$ cat src/rtl/measure_pkg.sv
// Shared constants, state encoding and helpers for the measurement sequencer.
package measure_pkg;

  localparam logic [1:0] MEAS_NONE = 2'd0;
  localparam logic [1:0] MEAS_X    = 2'd1;
  localparam logic [1:0] MEAS_Y    = 2'd2;

  typedef enum logic [1:0] {StIdle, StMul, StSat, StZero} state_t;

  localparam int unsigned A_W       = 11;
  localparam int unsigned B_W       = 16;
  localparam int unsigned P_W       = 27;
  localparam int unsigned MUL_ITERS = 16;

  localparam int unsigned SAT_MAX_DEFAULT = 9999;

  function automatic logic [A_W-1:0] abs_diff(input logic [A_W-1:0] x,
                                               input logic [A_W-1:0] y);
    return (x >= y) ? (x - y) : (y - x);
  endfunction

endpackage

$ cat src/rtl/shift_add_mul.sv
// 11x16 unsigned shift-add multiplier; one multiplier bit per cycle, LSB first,
// fixed 16-cycle run after load.
module shift_add_mul
  import measure_pkg::*;
(
  input  logic           clock,
  input  logic           resetn,
  input  logic           load,
  input  logic [A_W-1:0] a,
  input  logic [B_W-1:0] b,
  output logic           busy,
  output logic           done,
  output logic [P_W-1:0] product
);

  localparam int unsigned   CW   = $clog2(MUL_ITERS);
  localparam logic [CW-1:0] LAST = CW'(MUL_ITERS - 1);

  logic           r_busy;
  logic [CW-1:0]  r_count;
  logic [P_W-1:0] r_mcand;
  logic [B_W-1:0] r_mplier;
  logic [P_W-1:0] r_acc;

  always_ff @(posedge clock or negedge resetn) begin
    if (!resetn) begin
      r_busy   <= 1'b0;
      r_count  <= '0;
      r_mcand  <= '0;
      r_mplier <= '0;
      r_acc    <= '0;
    end else if (load) begin
      r_busy   <= 1'b1;
      r_count  <= '0;
      r_mcand  <= P_W'(a);
      r_mplier <= b;
      r_acc    <= '0;
    end else if (r_busy) begin
      if (r_mplier[0]) begin
        r_acc <= r_acc + r_mcand;
      end
      r_mcand  <= r_mcand << 1;
      r_mplier <= r_mplier >> 1;
      r_count  <= r_count + 1'b1;
      if (r_count == LAST) begin
        r_busy <= 1'b0;
      end
    end
  end

  assign busy    = r_busy;
  // High during the final iteration: product is complete after this edge.
  assign done    = r_busy && (r_count == LAST);
  assign product = r_acc;

endmodule

$ cat src/rtl/measure_sequencer.sv
// Cursor measurement sequencer: operand select, iterative scaling, saturation to
// the display range, driven by a start pulse or the refresh timer.
module measure_sequencer
  import measure_pkg::*;
#(
  parameter int unsigned REFRESH_CYCLES = 2500000,
  parameter int unsigned SAT_MAX        = SAT_MAX_DEFAULT
) (
  input  logic        clock,
  input  logic        resetn,
  input  logic        start,
  input  logic        autoRun,
  input  logic [10:0] cursorx1,
  input  logic [10:0] cursorx2,
  input  logic [10:0] cursory1,
  input  logic [10:0] cursory2,
  input  logic [5:0]  sampleAdjust1,
  input  logic [5:0]  sampleAdjust2,
  input  logic [3:0]  shiftDown1,
  input  logic [3:0]  shiftDown2,
  input  logic        waveSel,
  input  logic [1:0]  measurement,
  output logic        busy,
  output logic        done,
  output logic [13:0] num,
  output logic        overflow
);

  localparam int unsigned    TW         = $clog2(REFRESH_CYCLES);
  localparam logic [TW-1:0]  TIMER_LAST = TW'(REFRESH_CYCLES - 1);
  localparam logic [P_W-1:0] SAT_P      = P_W'(SAT_MAX);
  localparam logic [13:0]    SAT_NUM    = 14'(SAT_MAX);

  logic [TW-1:0]  r_timer;
  logic           w_tick;
  logic           w_trigger;

  state_t         r_state;
  state_t         w_state_d;

  logic [5:0]     w_sa;
  logic [3:0]     w_sd;
  logic [A_W-1:0] w_op_a;
  logic [B_W-1:0] w_op_b;
  logic           w_is_mul;
  logic           w_accept;
  logic           w_load;

  logic           w_mul_busy;
  logic           w_mul_done;
  logic [P_W-1:0] w_product;

  logic           r_busy;
  logic           r_done;
  logic [13:0]    r_num;
  logic           r_ovf;
  logic           w_busy_d;
  logic           w_done_d;
  logic [13:0]    w_num_d;
  logic           w_ovf_d;

  // Refresh timer keeps running while a measurement is in flight.
  always_ff @(posedge clock or negedge resetn) begin
    if (!resetn) begin
      r_timer <= '0;
    end else if (!autoRun || w_tick) begin
      r_timer <= '0;
    end else begin
      r_timer <= r_timer + 1'b1;
    end
  end

  assign w_tick    = autoRun && (r_timer == TIMER_LAST);
  assign w_trigger = start || w_tick;
  assign w_accept  = (r_state == StIdle) && w_trigger && !w_mul_busy;

  always_comb begin
    w_sa     = waveSel ? sampleAdjust2 : sampleAdjust1;
    w_sd     = waveSel ? shiftDown2 : shiftDown1;
    w_op_a   = '0;
    w_op_b   = '0;
    w_is_mul = 1'b0;
    unique case (measurement)
      MEAS_X: begin
        w_op_a   = abs_diff(cursorx2, cursorx1);
        w_op_b   = B_W'({1'b0, w_sa} + 7'd1);
        w_is_mul = 1'b1;
      end
      MEAS_Y: begin
        w_op_a   = abs_diff(cursory2, cursory1);
        w_op_b   = B_W'(1) << w_sd;
        w_is_mul = 1'b1;
      end
      MEAS_NONE: w_is_mul = 1'b0;
      default:   w_is_mul = 1'b0;
    endcase
  end

  assign w_load = w_accept && w_is_mul;

  shift_add_mul u_mul (
    .clock   (clock),
    .resetn  (resetn),
    .load    (w_load),
    .a       (w_op_a),
    .b       (w_op_b),
    .busy    (w_mul_busy),
    .done    (w_mul_done),
    .product (w_product)
  );

  always_ff @(posedge clock or negedge resetn) begin
    if (!resetn) begin
      r_state <= StIdle;
    end else begin
      r_state <= w_state_d;
    end
  end

  always_comb begin
    w_state_d = r_state;
    unique case (r_state)
      StIdle:  if (w_accept) w_state_d = w_is_mul ? StMul : StZero;
      StMul:   if (w_mul_done) w_state_d = StSat;
      StSat:   w_state_d = StIdle;
      StZero:  w_state_d = StIdle;
      default: w_state_d = StIdle;
    endcase
  end

  always_comb begin
    w_busy_d = (w_state_d != StIdle);
    w_done_d = (r_state == StSat) || (r_state == StZero);
    w_num_d  = r_num;
    w_ovf_d  = r_ovf;
    if (r_state == StSat) begin
      if (w_product > SAT_P) begin
        w_num_d = SAT_NUM;
        w_ovf_d = 1'b1;
      end else begin
        w_num_d = w_product[13:0];
        w_ovf_d = 1'b0;
      end
    end else if (r_state == StZero) begin
      w_num_d = '0;
      w_ovf_d = 1'b0;
    end
  end

  always_ff @(posedge clock or negedge resetn) begin
    if (!resetn) begin
      r_busy <= 1'b0;
      r_done <= 1'b0;
      r_num  <= '0;
      r_ovf  <= 1'b0;
    end else begin
      r_busy <= w_busy_d;
      r_done <= w_done_d;
      r_num  <= w_num_d;
      r_ovf  <= w_ovf_d;
    end
  end

  assign busy     = r_busy;
  assign done     = r_done;
  assign num      = r_num;
  assign overflow = r_ovf;

endmodule
$ cat config.mk
export PLATFORM = sky130hd
export DESIGN_NAME = measure_sequencer
export DESIGN_NICKNAME = d
export VERILOG_FILES = /design/src/rtl/measure_pkg.sv /design/src/rtl/shift_add_mul.sv /design/src/rtl/measure_sequencer.sv
export SDC_FILE = /design/constraint.sdc
export NUM_CORES = 1
export LEC_CHECK = 0
export BUFFER_PORTS_ARGS = -buffer_cell sky130_fd_sc_hd__buf_2
export CAP_MARGIN = 25
export CELL_PAD_IN_SITES_DETAIL_PLACEMENT = 0
export CELL_PAD_IN_SITES_GLOBAL_PLACEMENT = 1
export CORE_MARGIN = 5
export CORE_UTILIZATION = 42
export DETAILED_ROUTE_END_ITERATION = 16
export PLACE_DENSITY_LB_ADDON = 0.1
export SLEW_MARGIN = 20
export SYNTH_ARGS = -nofsm -noshare
export SYNTH_HDL_FRONTEND = slang
export SYNTH_SLANG_ARGS = --single-unit
export TNS_END_PERCENT = 20
$ cat constraint.sdc
create_clock -name clock -period 2.9 [get_ports clock]
set_input_delay 0.58 -clock clock [delete_from_list [all_inputs] [get_ports clock]]
set_output_delay 0.58 -clock clock [all_outputs]
set_load 0.02 [all_outputs]
# Yosys cells after proc, flatten, opt, wreduce, memory -nomap -nowiden

Index checks and enable logic that the tools add are counted.

Add/subtract/negate cells: 8
$lt $le $gt $ge: 3
Equal/unequal tests: 7
Shift-type cells: 1
Multiplexer cells: 30
Reduce and logical (&&, ||, !) cells: 18

Operators with widths:

| cell                                                                    | count |
|---|---|
| 27-bit 2-to-1 mux                                                       | 5 |
| 11-bit subtractor                                                       | 4 |
| 14-bit 2-to-1 mux                                                       | 3 |
| 16-bit 2-to-1 mux                                                       | 2 |
| 16-bit case mux with 2 select lines                                     | 1 |
| 27-bit adder                                                            | 1 |
| 27-bit by 14-bit > comparator with 1-bit output (second input constant) | 1 |
| 22-bit by 1-bit adder with 22-bit output (second input constant)        | 1 |
| 22-bit equality test (second input constant)                            | 1 |
| 11-bit greater-or-equal comparator                                      | 2 |
| 11-bit 2-to-1 mux                                                       | 2 |
| 22-bit 2-to-1 mux                                                       | 1 |
| 11-bit case mux with 2 select lines                                     | 1 |
| 1-bit by 4-bit left shift with 16-bit output (first input constant)     | 1 |
| 4-bit 2-to-1 mux                                                        | 3 |
| 2-bit nonzero test                                                      | 4 |
| 6-bit by 1-bit adder with 7-bit output (second input constant)          | 1 |
| 1-bit 2-to-1 mux                                                        | 7 |
| 2-bit equality test (second input constant)                             | 3 |
| 2-bit 2-to-1 mux                                                        | 3 |
| 6-bit 2-to-1 mux                                                        | 1 |
| 2-bit case mux with 3 select lines                                      | 1 |
| 1-bit logical AND                                                       | 5 |
| 4-bit by 1-bit adder with 4-bit output (second input constant)          | 1 |
| 7 further kinds                                                         | 12 |

Bits in registers: 116
Bits of input ports: 71
Output and inout bits: 17
Logic and storage cells: 78

# Depth between registers and ports, before layout

Gate-level depths: netlist of the first run.

Depth after elaboration: 8
Gate-level depth with buffers: 13
Mapped depth without buffers: 13

# Modules after synthesis

Synthesis of the first run repeated with hierarchy kept, for this count alone.

Cells, all modules: 1,089
Area, all modules: 9,131.3 um^2

By module, submodules not included:

| module            | times used | cells each | area each (um^2) | seq. area each (um^2) |
|---|---|---|---|---|
| measure_sequencer | 1          | 614        | 4,739.5          | 1,026.0 |
| shift_add_mul     | 1          | 475        | 4,391.7          | 1,876.8 |

# Worst setup path before layout of the first run

No wires, ideal clock.

Kind: in2reg
From: input port cursory2[0]
To: register u_mul.r_mcand[8]
Setup time: 0.129 ns
Arrival time: 2.680 ns
Required time: 2.771 ns
Slack: 0.091 ns
Stages: 13
Path buffers: 0
Path through: inv_1 -> ha_1 -> inv_1 -> fa_1 -> a21o_1 -> a21o_1 -> a221o_1 -> a21o_1 -> a21oi_1 -> mux2i_1 -> xor2_1 -> a221oi_2 -> o21ai_1

Cells in the longest elaborated chain, start to end: 4
Elaborated cells between the ends (all ways): 6
Classes of those cells: add/sub (2); order compare (1); mux (3)

Ends and longest elaborated chain:

| item                                                                           | line                    | source |
|---|---|---|
| start: declaration                                                             | measure_sequencer.sv:16 | `input logic [10:0] cursory2,` |
| 11-bit subtractor / 11-bit greater-or-equal comparator (equally long branches) | measure_pkg.sv:19       | `return (x >= y) ? (x - y) : (y - x);` |
| 11-bit 2-to-1 mux *                                                            | measure_pkg.sv:19       |  |
| 11-bit case mux with 2 select lines *                                          | measure_sequencer.sv:83 | `unique case (measurement)` |
| 27-bit 2-to-1 mux *                                                            | shift_add_mul.sv:32     | `end else if (load) begin` |
| end signal: assignment                                                         | shift_add_mul.sv:35     | `r_mcand <= P_W'(a);` |
| end signal: assignment                                                         | shift_add_mul.sv:42     | `r_mcand <= r_mcand << 1;` |
| end: declaration                                                               | shift_add_mul.sv:21     | `logic [P_W-1:0] r_mcand;` |

Mark *: on every way between the ends. The rest lies on a longest branch, timed or not.
A chain may end at the register's enable or synchronous reset.

# Worst setup path in the final report of the first run

From: register u_mul.r_mcand[4]
To: register u_mul.r_acc[21], in the netlist u_mul.product[21]

Cells in the longest elaborated chain, start to end: 4

Ends and longest elaborated chain:

| item                   | line                | source |
|---|---|---|
| 27-bit adder           | shift_add_mul.sv:40 | `r_acc <= r_acc + r_mcand;` |
| 27-bit 2-to-1 mux      | shift_add_mul.sv:39 | `if (r_mplier[0]) begin` |
| 27-bit 2-to-1 mux      | shift_add_mul.sv:38 | `end else if (r_busy) begin` |
| 27-bit 2-to-1 mux      | shift_add_mul.sv:32 |  |
| end signal: assignment | shift_add_mul.sv:40 |  |
| end: declaration       | shift_add_mul.sv:23 | `logic [P_W-1:0] r_acc;` |

No other way between the ends. The select of a mux whose other input is x is not followed.

==> flow_metrics.env, run 1 <==
export IMPL_status="complete, no violations"
export IMPL_required_ns=3.18
export IMPL_synthCells=1010
export IMPL_slew_limit_headroom_pct=54.0
export IMPL_hp_class="primary input to async pin"
export IMPL_worst_setup_path_end_kind="flop"
export IMPL_gr_total_overflow=0
export IMPL_worst_slew_pin_slew_ns=0.689
export IMPL_root_buffer="clkbuf_16"
export IMPL_critPathMaxStageDelay_ns=0.40
export IMPL_drtIter0Drc=302
export IMPL_critPathMostFrequentCell="a21o_1"
export IMPL_fin_nets=1311
export IMPL_cts_tree="built"
export IMPL_cellPowerDensity_mw_per_mm2=754
export IMPL_min_period_over_period_pct=92.8
export IMPL_leakagePower_nw=5.28
export IMPL_synth_edf_count=0
export IMPL_crit_family="compound AO/OA/AOI/OAI gates"
export IMPL_areaGrowthSynthToFinish_pct=22.1
export IMPL_fp_dieH_um=154
export IMPL_crit_path_cell_trace="ha_1 > a21o_1 > a21o_1 > a211oi_2 > a2111oi_2 > o31ai_1 > nand2b_1 > a41oi_1 > xnor2_1 > o21ai_1"
export IMPL_clkLatencyLatePin_ns=0.41
export IMPL_timing_max_cap_violations=0
export IMPL_hold_buffers=0
export IMPL_setup_viol=0
export IMPL_ys_seq_area_share_pct=33.5
export IMPL_rsz0062_at_grt="true"
export IMPL_timing_worst_setup_path_type="flop to flop"
export IMPL_ys_types=77
export IMPL_dpl_cell_count=1413
export IMPL_synth_flop_cell="dfrtp_1"
export IMPL_clock_sinks=116
export IMPL_postCtsSetupRepairBufs=0
export IMPL_fin_hold_ws_ns=0.197
export IMPL_finalMaxSlewViolations=0
export IMPL_gp_congestion=0.837
export IMPL_synth_area_per_cell_sq_um=8.57
export IMPL_routedWlPerCell_um=14.7
export IMPL_final_antenna_net_count=0
export IMPL_hpwl_mm=17.0
export IMPL_postCtsResizedCells=0
export IMPL_start_kind="flop"
export IMPL_cts_max_level=4
export IMPL_crit_slowest_cell="dfrtp_1"
export IMPL_fmax_mhz=372
export IMPL_grt_max_degree=60
export IMPL_grt_antenna_before_repair=0
export IMPL_vias_per_cell=5.28
export IMPL_cp_max_fo=5
export IMPL_finalClockSkew_ns=0.00775
export IMPL_antennaDiodeCount=0
export IMPL_grt_pass1_wl_mm=36.1
export IMPL_grt_pass1_vias=7416
export IMPL_die_w_um=154
export IMPL_ir_worst_vdd_mv=0.474
export IMPL_core_area_sq_mm=0.0203
export IMPL_drc=0
export IMPL_initial_utilization_pct=42.7
export IMPL_port_buffers=87
export IMPL_num_vias=7621
export IMPL_async_flop_share_pct=100
export IMPL_timing_setup_tns_ns=0
export IMPL_synthesis_area_sq_mm=0.00866
export IMPL_first_pass_iters=5
export IMPL_cts_buffer_depth=2
export IMPL_cts_clk_slew_worst_paths_ns=0.06
export IMPL_wirelength_mm=21.3
export IMPL_cts_buffers=17
export IMPL_critPathBufInv=0
export IMPL_multi_input_comb_area_sq_mm=0.00532
export IMPL_ioPinCount=88
export IMPL_final_layout_size_suffix_gt1_share_pct=20.0
export IMPL_layout_common_cells="dfrtp_1, nand2_1, buf_4"
export IMPL_num_rows=52
export IMPL_layout_commonest_cell="dfrtp_1"
export IMPL_yosysWarnings=0
export IMPL_power_total_w=0.00796
export IMPL_die_area_sq_mm=0.0236
export IMPL_num_fill_cells=2008
export IMPL_final_cells=1444
export IMPL_regArea_sq_mm=0.00290
export IMPL_period_needed_ns=2.69
export IMPL_track_usage_pct=18.1
export IMPL_arrival_ns=2.97
export IMPL_synth_ff_latch_count=116
export IMPL_synth_net_count=1159
export IMPL_hold_viol=0
-- Yosys cell counts (6+ instances only) --
library cell,count,share of area [%]
and3_1,9,0.65
xnor2_1,20,2.0
ha_1,73,11
nor2b_1,8,0.58
nand4_1,16,1.2
a22o_1,7,0.71
nor2_1,75,3.3
nand2_1,108,4.7
nor3b_1,6,0.52
a211oi_1,9,0.78
xor2_1,41,4.1
o21ai_0,77,4.5
a21oi_1,65,3.8
o211ai_1,7,0.61
nor4_1,8,0.58
a21o_1,37,3.2
inv_1,72,3.1
nor3_1,8,0.46
clkbuf_1,25,1.1
o31ai_1,12,1.0
nand3_1,41,2.4
mux2i_1,28,3.2
and2_1,8,0.58
buf_2,10,0.58
nand2b_1,15,1.1
dfrtp_1,116,34
-- cell type report --
cell class,instances,area share [%]
Inverter,73,2.59
Multi-Input combinational cell,779,50.3
Sequential cell,116,27.5
Timing Repair Buffer,175,10.6
Tap cell,270,3.20
Clock inverter,8,1.17
Clock buffer,23,4.62
-- where the power goes --
group / total (W) / leakage, nW / internal [W] / switching, W
logic: 0.00327 / 3.45 / 0.00142 / 0.00186
registers: 0.00253 / 1.54 / 0.00207 / 0.000457
clock network: 0.00216 / 0.295 / 0.00144 / 0.000726
-- metrics by stage --
| stage | utilization [%] | cell area, sq um | setup slack [ns] |
|---|---|---|---|
| 6_report | 52.1 | 10600 | 0.209 |
| 5_1_grt | 52.1 | 10600 | -0.0316 |
| 3_3_place_gp | 48.9 | 9930 | -0.143 |
| 3_5_place_dp | 48.9 | 9930 | -0.215 |
| 2_1_floorplan | - | 8660 | 0.0911 |
| 4_1_cts | 51.9 | 10500 | 0.0713 |
-- cell families (layout without fill, tap and decap cells) --
kind of cell	Yosys count	after routing	share of synthesized area (%)
buffers and inverters	115	279	5.39
adders and majority gates	78	78	11.7
AOI/OAI and AO/OA	276	276	20.8
muxes	32	32	3.76
xor gates and xnor gates	61	61	6.17
and+or+nand+nor	332	332	18.7
DFF	116	116	33.5
-- final timing paths --
path / slack [ns] / to / startpoint / depth (start not counted)
hold reg to reg: 0.44 / done / r_state[1] / 0
setup reg to reg: 0.21 / u_mul.product[21] / u_mul.r_mcand[4] / 10
max in group asynchronous: 2.06 / u_mul.busy / resetn / 2
min in group clock: 0.44 / done / r_state[1] / 0
setup / recovery: 0.21 / u_mul.product[21] / u_mul.r_mcand[4] / 10
hold / removal: 0.20 / r_timer[6] / resetn / 1
-- registers in the layout, summed over array words and instances (netlist names) --
register	flops
u_mul.r_mplier	16
r_timer	22
u_mul.product	27
busy	1
u_mul.r_mcand	27
overflow	1
num	14
u_mul.busy	1
done	1
u_mul.r_count	4
r_state	2
-- per-layer routing --
metal / global-route usage (%) / vias to the layer above / wire length, um
met5: 0 / - / 0
met4: 4.29 / 0 / 208
met3: 2.42 / 15 / 617
li1: - / 3898 / -
met2: 29.2 / 122 / 9760
met1: 25.8 / 3586 / 10700
Power figures use the tool's default switching activity.
==> run 2, diff against run 1 <==
--- a/config.mk
+++ b/config.mk
@@ -10,8 +10,9 @@
 export CELL_PAD_IN_SITES_DETAIL_PLACEMENT = 0
 export CELL_PAD_IN_SITES_GLOBAL_PLACEMENT = 1
 export CORE_MARGIN = 5
-export CORE_UTILIZATION = 42
+export CORE_UTILIZATION = 46
 export DETAILED_ROUTE_END_ITERATION = 16
+export MAX_ROUTING_LAYER = met4
 export PLACE_DENSITY_LB_ADDON = 0.1
 export SLEW_MARGIN = 20
 export SYNTH_ARGS = -nofsm -noshare
==> run 2 against run 1 <==
- combinational power increased by 6%
- largest cell class unchanged
- sequential power decreased by 3%
- hold slack worse by 0.046 ns
- design area hardly changed
- wire length grew 0.74%
- sequential cell count is the same
- clock power rose by 6%
- critical path type unchanged
- critical path depth increased by 3
- die area shrank 8.1%
- global-route usage is 2.7 points higher
==> flow_metrics.env, run 2 (synthesis results as in run 1) <==
export IMPL_hold_viol=0
export IMPL_fin_hold_ws_ns=0.151
export IMPL_hp_class="primary input to async pin"
export IMPL_fmax_mhz=361
export IMPL_grt_antenna_before_repair=0
export IMPL_fin_ws_ns=0.131
export IMPL_worst_slew_pin_slew_ns=0.653
export IMPL_final_antenna_net_count=0
export IMPL_r2r_end="u_mul.product[26]"
export IMPL_antennaDiodeCount=0
export IMPL_power_total_w=0.00822
export IMPL_cts_max_level=4
export IMPL_core_area_sq_mm=0.0186
export IMPL_final_layout_size_suffix_gt1_share_pct=20.0
export IMPL_setup_worst_path_end="u_mul.product[26]"
export IMPL_routedWlPerCell_um=15.2
export IMPL_cp_max_fo=2
export IMPL_fp_dieH_um=147
export IMPL_cts_buffers=17
export IMPL_rsz0062_at_grt="true"
export IMPL_layout_commonest_cell="dfrtp_1"
export IMPL_cts_tree="built"
export IMPL_grt_max_degree=46
export IMPL_hpwl_mm=16.6
export IMPL_num_vias=7564
export IMPL_timing_worst_setup_path_type="flop to flop"
export IMPL_timing_max_cap_violations=0
export IMPL_drtIter0Drc=436
export IMPL_vias_per_cell=5.38
export IMPL_netSwitchingFraction_pct=38.1
export IMPL_p_clk_share_pct=28.0
export IMPL_first_pass_iters=5
export IMPL_gp_congestion=0.884
export IMPL_ioPinCount=88
export IMPL_slew_limit_headroom_pct=56.3
export IMPL_cts_clk_slew_worst_paths_ns=0.06
export IMPL_grt_pass1_vias=7425
export IMPL_die_w_um=147
export IMPL_clkLatencyLatePin_ns=0.42
export IMPL_drc=0
export IMPL_fin_util_pct=56.6
export IMPL_p_seq_share_pct=30.0
export IMPL_initial_utilization_pct=46.4
export IMPL_required_ns=3.21
export IMPL_power_switching_w=0.00313
export IMPL_status="complete, no violations"
export IMPL_dpl_cell_count=1374
export IMPL_num_rows=50
export IMPL_track_usage_pct=20.8
export IMPL_worst_setup_path_end_kind="flop"
export IMPL_p_comb_share_pct=42.0
export IMPL_min_period_over_period_pct=95.5
export IMPL_layout_common_cells="dfrtp_1, nand2_1, buf_2, buf_4, o21ai_0"
export IMPL_final_cells=1407
export IMPL_rrSetupSlack_ns=0.13
export IMPL_port_buffers=87
export IMPL_num_fill_cells=1766
export IMPL_start_kind="flop"
export IMPL_areaGrowthSynthToFinish_pct=21.9
export IMPL_cts_buffer_depth=2
export IMPL_gr_total_overflow=0
export IMPL_clock_sinks=116
export IMPL_pre_cts_ws_ns=-0.200
export IMPL_cellPowerDensity_mw_per_mm2=779
export IMPL_wirelength_mm=21.4
export IMPL_grt_pass1_wl_mm=36.3
export IMPL_die_area_sq_mm=0.0217
export IMPL_p_int_w=0.00509
export IMPL_finalMaxSlewViolations=0
export IMPL_period_needed_ns=2.77
export IMPL_setup_viol=0
export IMPL_arrival_ns=3.08
export IMPL_r2r_cells=13
export IMPL_root_buffer="clkbuf_16"
export IMPL_startpoint="u_mul.r_mcand[0]"
export IMPL_fin_nets=1309
export IMPL_r2r_start="u_mul.r_mcand[0]"
export IMPL_ir_worst_vdd_mv=0.456
export IMPL_leakagePower_nw=5.29
export IMPL_finalClockSkew_ns=0.00852
export IMPL_multi_input_comb_area_sq_mm=0.00534
export IMPL_regArea_sq_mm=0.00290
[run 2: changes by cell type in the layout (fill, tap and decap cells not counted), sizes merged]
cell	change
clkinv	+2
clkinvlp	-1
inv	+1
bufinv	+2
clkbuf	-3
buf	-2
[run 2: worst min-delay path by stage]
stage	startpoint	to	slack, ns	cells past startpoint
after global placement	r_state[1]	done	0.45	0
after detailed placement	r_state[1]	done	0.44	0
after floorplan	resetn	busy	0.28	0
after global routing	resetn	r_timer[19]	0.21	1
after CTS	resetn	r_timer[21]	0.17	1
final	resetn	r_timer[19]	0.15	1
[run 2: power groups by stage]
| stage | Clock (W) | Combinational, W | Sequential [W] |
|---|---|---|---|
| after floorplan | 0 | 0.00234 | 0.00245 |
| after global placement | 0 | 0.00337 | 0.00248 |
| after detailed placement | 0 | 0.00340 | 0.00249 |
| after CTS | 0.00234 | 0.00343 | 0.00247 |
| after global routing | 0.00242 | 0.00389 | 0.00253 |
| final | 0.00230 | 0.00346 | 0.00246 |
[run 2: cell type report]
class                           count  area share (%)
Inverter                           73            2.60
Tap cell                          234            2.77
Multi-Input combinational cell    779            50.6
Clock buffer                       20            4.23
Clock inverter                     12            1.92
Sequential cell                   116            27.5
Timing Repair Buffer              173            10.4
[run 2: per-layer routing]
metal | up-vias | GRT usage (%) | routed length [um]
li1 | 3884 | - | -
met1 | 3531 | 27.9 | 10600
met2 | 128 | 33.3 | 9990
met3 | 21 | 2.90 | 636
met4 | 0 | 5.31 | 240
met5 | - | - | 0
[run 2: what timing repair did]
item                       4_1_cts  5_1_grt
setup endpoints to repair        0        7
gates resized for setup          0        8
buffers inserted                 0        1
hold buffers                     0        0
[run 2: per-stage QoR]
| step | setup TNS (ns) | area [sq um] |
|---|---|---|
| 6_report | 0 | 10600 |
| 5_1_grt | -0.0454 | 10600 |
| 4_1_cts | 0 | 10500 |
| 3_5_place_dp | -0.849 | 9850 |
| 3_3_place_gp | -0.617 | 9850 |
| 2_1_floorplan | 0 | 8660 |
[run 2: critical path, stage by stage (launching register included)]
cell and delay [ns]:
dfrtp_1 0.37, ha_1 0.18, inv_1 0.05, fa_1 0.38, nand2b_1 0.19, a211oi_2 0.23, a221oi_1 0.14, buf_4 0.16
a21oi_2 0.14, a221o_1 0.17, o211ai_1 0.11, xor2_1 0.19, buf_4 0.14, a31o_1 0.20
==> run 3, diff against run 2 <==
--- a/config.mk
+++ b/config.mk
@@ -9,11 +9,13 @@
 export CAP_MARGIN = 25
 export CELL_PAD_IN_SITES_DETAIL_PLACEMENT = 0
 export CELL_PAD_IN_SITES_GLOBAL_PLACEMENT = 1
+export CORE_ASPECT_RATIO = 0.6
 export CORE_MARGIN = 5
 export CORE_UTILIZATION = 46
 export DETAILED_ROUTE_END_ITERATION = 16
 export MAX_ROUTING_LAYER = met4
 export PLACE_DENSITY_LB_ADDON = 0.1
+export RECOVER_POWER = 100
 export SLEW_MARGIN = 20
 export SYNTH_ARGS = -nofsm -noshare
 export SYNTH_HDL_FRONTEND = slang
==> constraint.sdc (replaced) <==
create_clock -name clock -period 2.9 [get_ports clock]
set_input_delay 0.29 -clock clock [delete_from_list [all_inputs] [get_ports clock]]
set_output_delay 0.29 -clock clock [all_outputs]
set_load 0.02 [all_outputs]
==> run 3 against run 2 <==
- final cell count shrank 2.5%
- sequential power is essentially flat
- critical path depth shrank 2
- total power shrank 3.7%
- sequential share of layout area grew 1.2 points
- design area shrank 4.2%
- critical path type unchanged
- critical endpoint unchanged
==> flow_metrics.env, run 3 (synthesis results as in run 1) <==
export IMPL_status="complete, no violations"
export IMPL_holdPathEnd="r_timer[2]"
export IMPL_grt_pass1_wl_mm=38.1
export IMPL_hpwl_mm=17.6
export IMPL_num_vias=7600
export IMPL_timing_setup_tns_ns=0
export IMPL_rrSetupSlack_ns=0.18
export IMPL_min_period_over_period_pct=93.9
export IMPL_finalMaxSlewViolations=0
export IMPL_track_usage_pct=22.4
export IMPL_slew_limit_headroom_pct=23.2
export IMPL_first_pass_iters=6
export IMPL_worst_setup_path_end_kind="flop"
export IMPL_required_ns=3.20
export IMPL_drc=0
export IMPL_start_kind="flop"
export IMPL_hold_viol=0
export IMPL_finalClockSkew_ns=0.00539
export IMPL_gr_total_overflow=0
export IMPL_die_area_sq_mm=0.0218
export IMPL_arrival_ns=3.03
export IMPL_cp_max_fo=5
export IMPL_cts_max_level=4
export IMPL_leakagePower_nw=4.98
export IMPL_rsz0062_at_grt="false"
export IMPL_gp_congestion=0.887
export IMPL_final_antenna_net_count=0
export IMPL_multi_input_comb_area_sq_mm=0.00530
export IMPL_core_area_sq_mm=0.0183
export IMPL_timing_max_cap_violations=0
export IMPL_port_buffers=87
export IMPL_clkLatencyLatePin_ns=0.42
export IMPL_placed_cell_area_sq_mm=0.00956
export IMPL_cts_clk_slew_worst_paths_ns=0.05
export IMPL_pre_cts_ws_ns=-0.0359
export IMPL_die_w_um=187
export IMPL_ioPinCount=88
export IMPL_dpl_cell_count=1339
export IMPL_grt_max_degree=50
export IMPL_num_fill_cells=1705
export IMPL_vias_per_cell=5.54
export IMPL_grt_antenna_before_repair=0
export IMPL_cts_buffer_depth=2
export IMPL_cts_tree="built"
export IMPL_final_cells=1372
export IMPL_layout_commonest_cell="dfrtp_1"
export IMPL_grt_pass1_vias=7178
export IMPL_r2r_cells=11
export IMPL_r2r_end="u_mul.product[26]"
export IMPL_cellPowerDensity_mw_per_mm2=783
export IMPL_ir_worst_vdd_mv=0.520
export IMPL_areaGrowthSynthToFinish_pct=16.8
export IMPL_initial_utilization_pct=47.4
export IMPL_r2r_start="u_mul.product[9]"
export IMPL_clock_sinks=116
export IMPL_hold_depth=2
export IMPL_root_buffer="clkbuf_16"
export IMPL_hp_class="primary input to flop"
export IMPL_fin_hold_ws_ns=0.149
export IMPL_design_area_sq_mm=0.0101
export IMPL_routedWlPerCell_um=16.6
export IMPL_drtIter0Drc=685
export IMPL_hp_start="autoRun"
export IMPL_fmax_mhz=367
export IMPL_num_rows=38
export IMPL_period_needed_ns=2.72
export IMPL_antennaDiodeCount=0
export IMPL_timing_worst_setup_path_type="flop to flop"
export IMPL_layout_common_cells="dfrtp_1, nand2_1, o21ai_0"
export IMPL_cts_buffers=17
export IMPL_wirelength_mm=22.8
export IMPL_fp_dieH_um=116
export IMPL_worst_slew_pin_slew_ns=1.15
export IMPL_regArea_sq_mm=0.00290
export IMPL_setup_viol=0
export IMPL_fin_nets=1268
export IMPL_fin_ws_ns=0.176
export IMPL_final_layout_size_suffix_gt1_share_pct=15.1
-- run 3: changes by cell type in the layout (fill, tap and decap cells not counted), moves of 5 or more --
cell | before | now
buf_2 | 86 | 70
clkbuf_2 | 0 | 5
buf_4 | 86 | 35
clkbuf_1 | 2 | 21
-- run 3: area by class of cell --
class	count	area share (%)
clock inverter	12	1.30
tap	240	2.97
timing repair buffer	132	7.35
inverter	73	2.71
sequential	116	28.7
multi-input combinational	779	52.4
clock buffer	20	4.52
-- run 3: where the power goes --
| group | leakage, nW | switching, W | internal, W | total [W] |
|---|---|---|---|---|
| Clock | 0.278 | 0.000778 | 0.00131 | 0.00208 |
| Combinational | 3.16 | 0.00201 | 0.00134 | 0.00334 |
| Sequential | 1.54 | 0.000422 | 0.00207 | 0.00249 |
| Total | 4.98 | 0.00321 | 0.00471 | 0.00792 |
-- run 3: critical path: stages, from the launching register on --
cell and delay, ns:
dfrtp_1 0.43, ha_1 0.35, a21oi_1 0.21, o221ai_1 0.18, nor4_1 0.25, a21oi_1 0.12
buf_4 0.16, a221o_1 0.31, o211ai_1 0.11, xor2_1 0.21, o31ai_1 0.08, a31o_1 0.20
-- run 3: worst max-delay path by stage --
stage / from / to
6_report: u_mul.product[9] / u_mul.product[26]
5_1_grt: u_mul.r_mcand[2] / u_mul.product[21]
2_1_floorplan: u_mul.r_mcand[0] / u_mul.product[26]
3_3_place_gp: cursory1[3] / u_mul.r_mcand[9]
3_5_place_dp: cursory1[3] / u_mul.r_mcand[9]
4_1_cts: u_mul.r_mcand[0] / u_mul.product[26]
-- run 3: per-stage QoR --
stage | utilization (%) | total power [W]
floorplan | - | 0.00479
global placement | 52.4 | 0.00583
detailed placement | 52.4 | 0.00583
CTS | 55.7 | 0.00796
global route | 55.4 | 0.00854
finish | 55.4 | 0.00792
-- run 3: timing repair --
| item | in CTS | in global routing |
|---|---|---|
| resized for setup | 0 | 5 |
| endpoints found under the setup margin | 0 | 5 |
| setup buffers | 0 | 0 |
| hold buffers | 1 | 0 |
| endpoints found under the hold margin | 42 | 0 |
-- run 3: metal layers --
metal  share of wire, %  track usage [%]
met4               0.87             5.37
met5                  0                -
met1                 58             36.1
met2                 37             28.2
met3                4.9             3.55
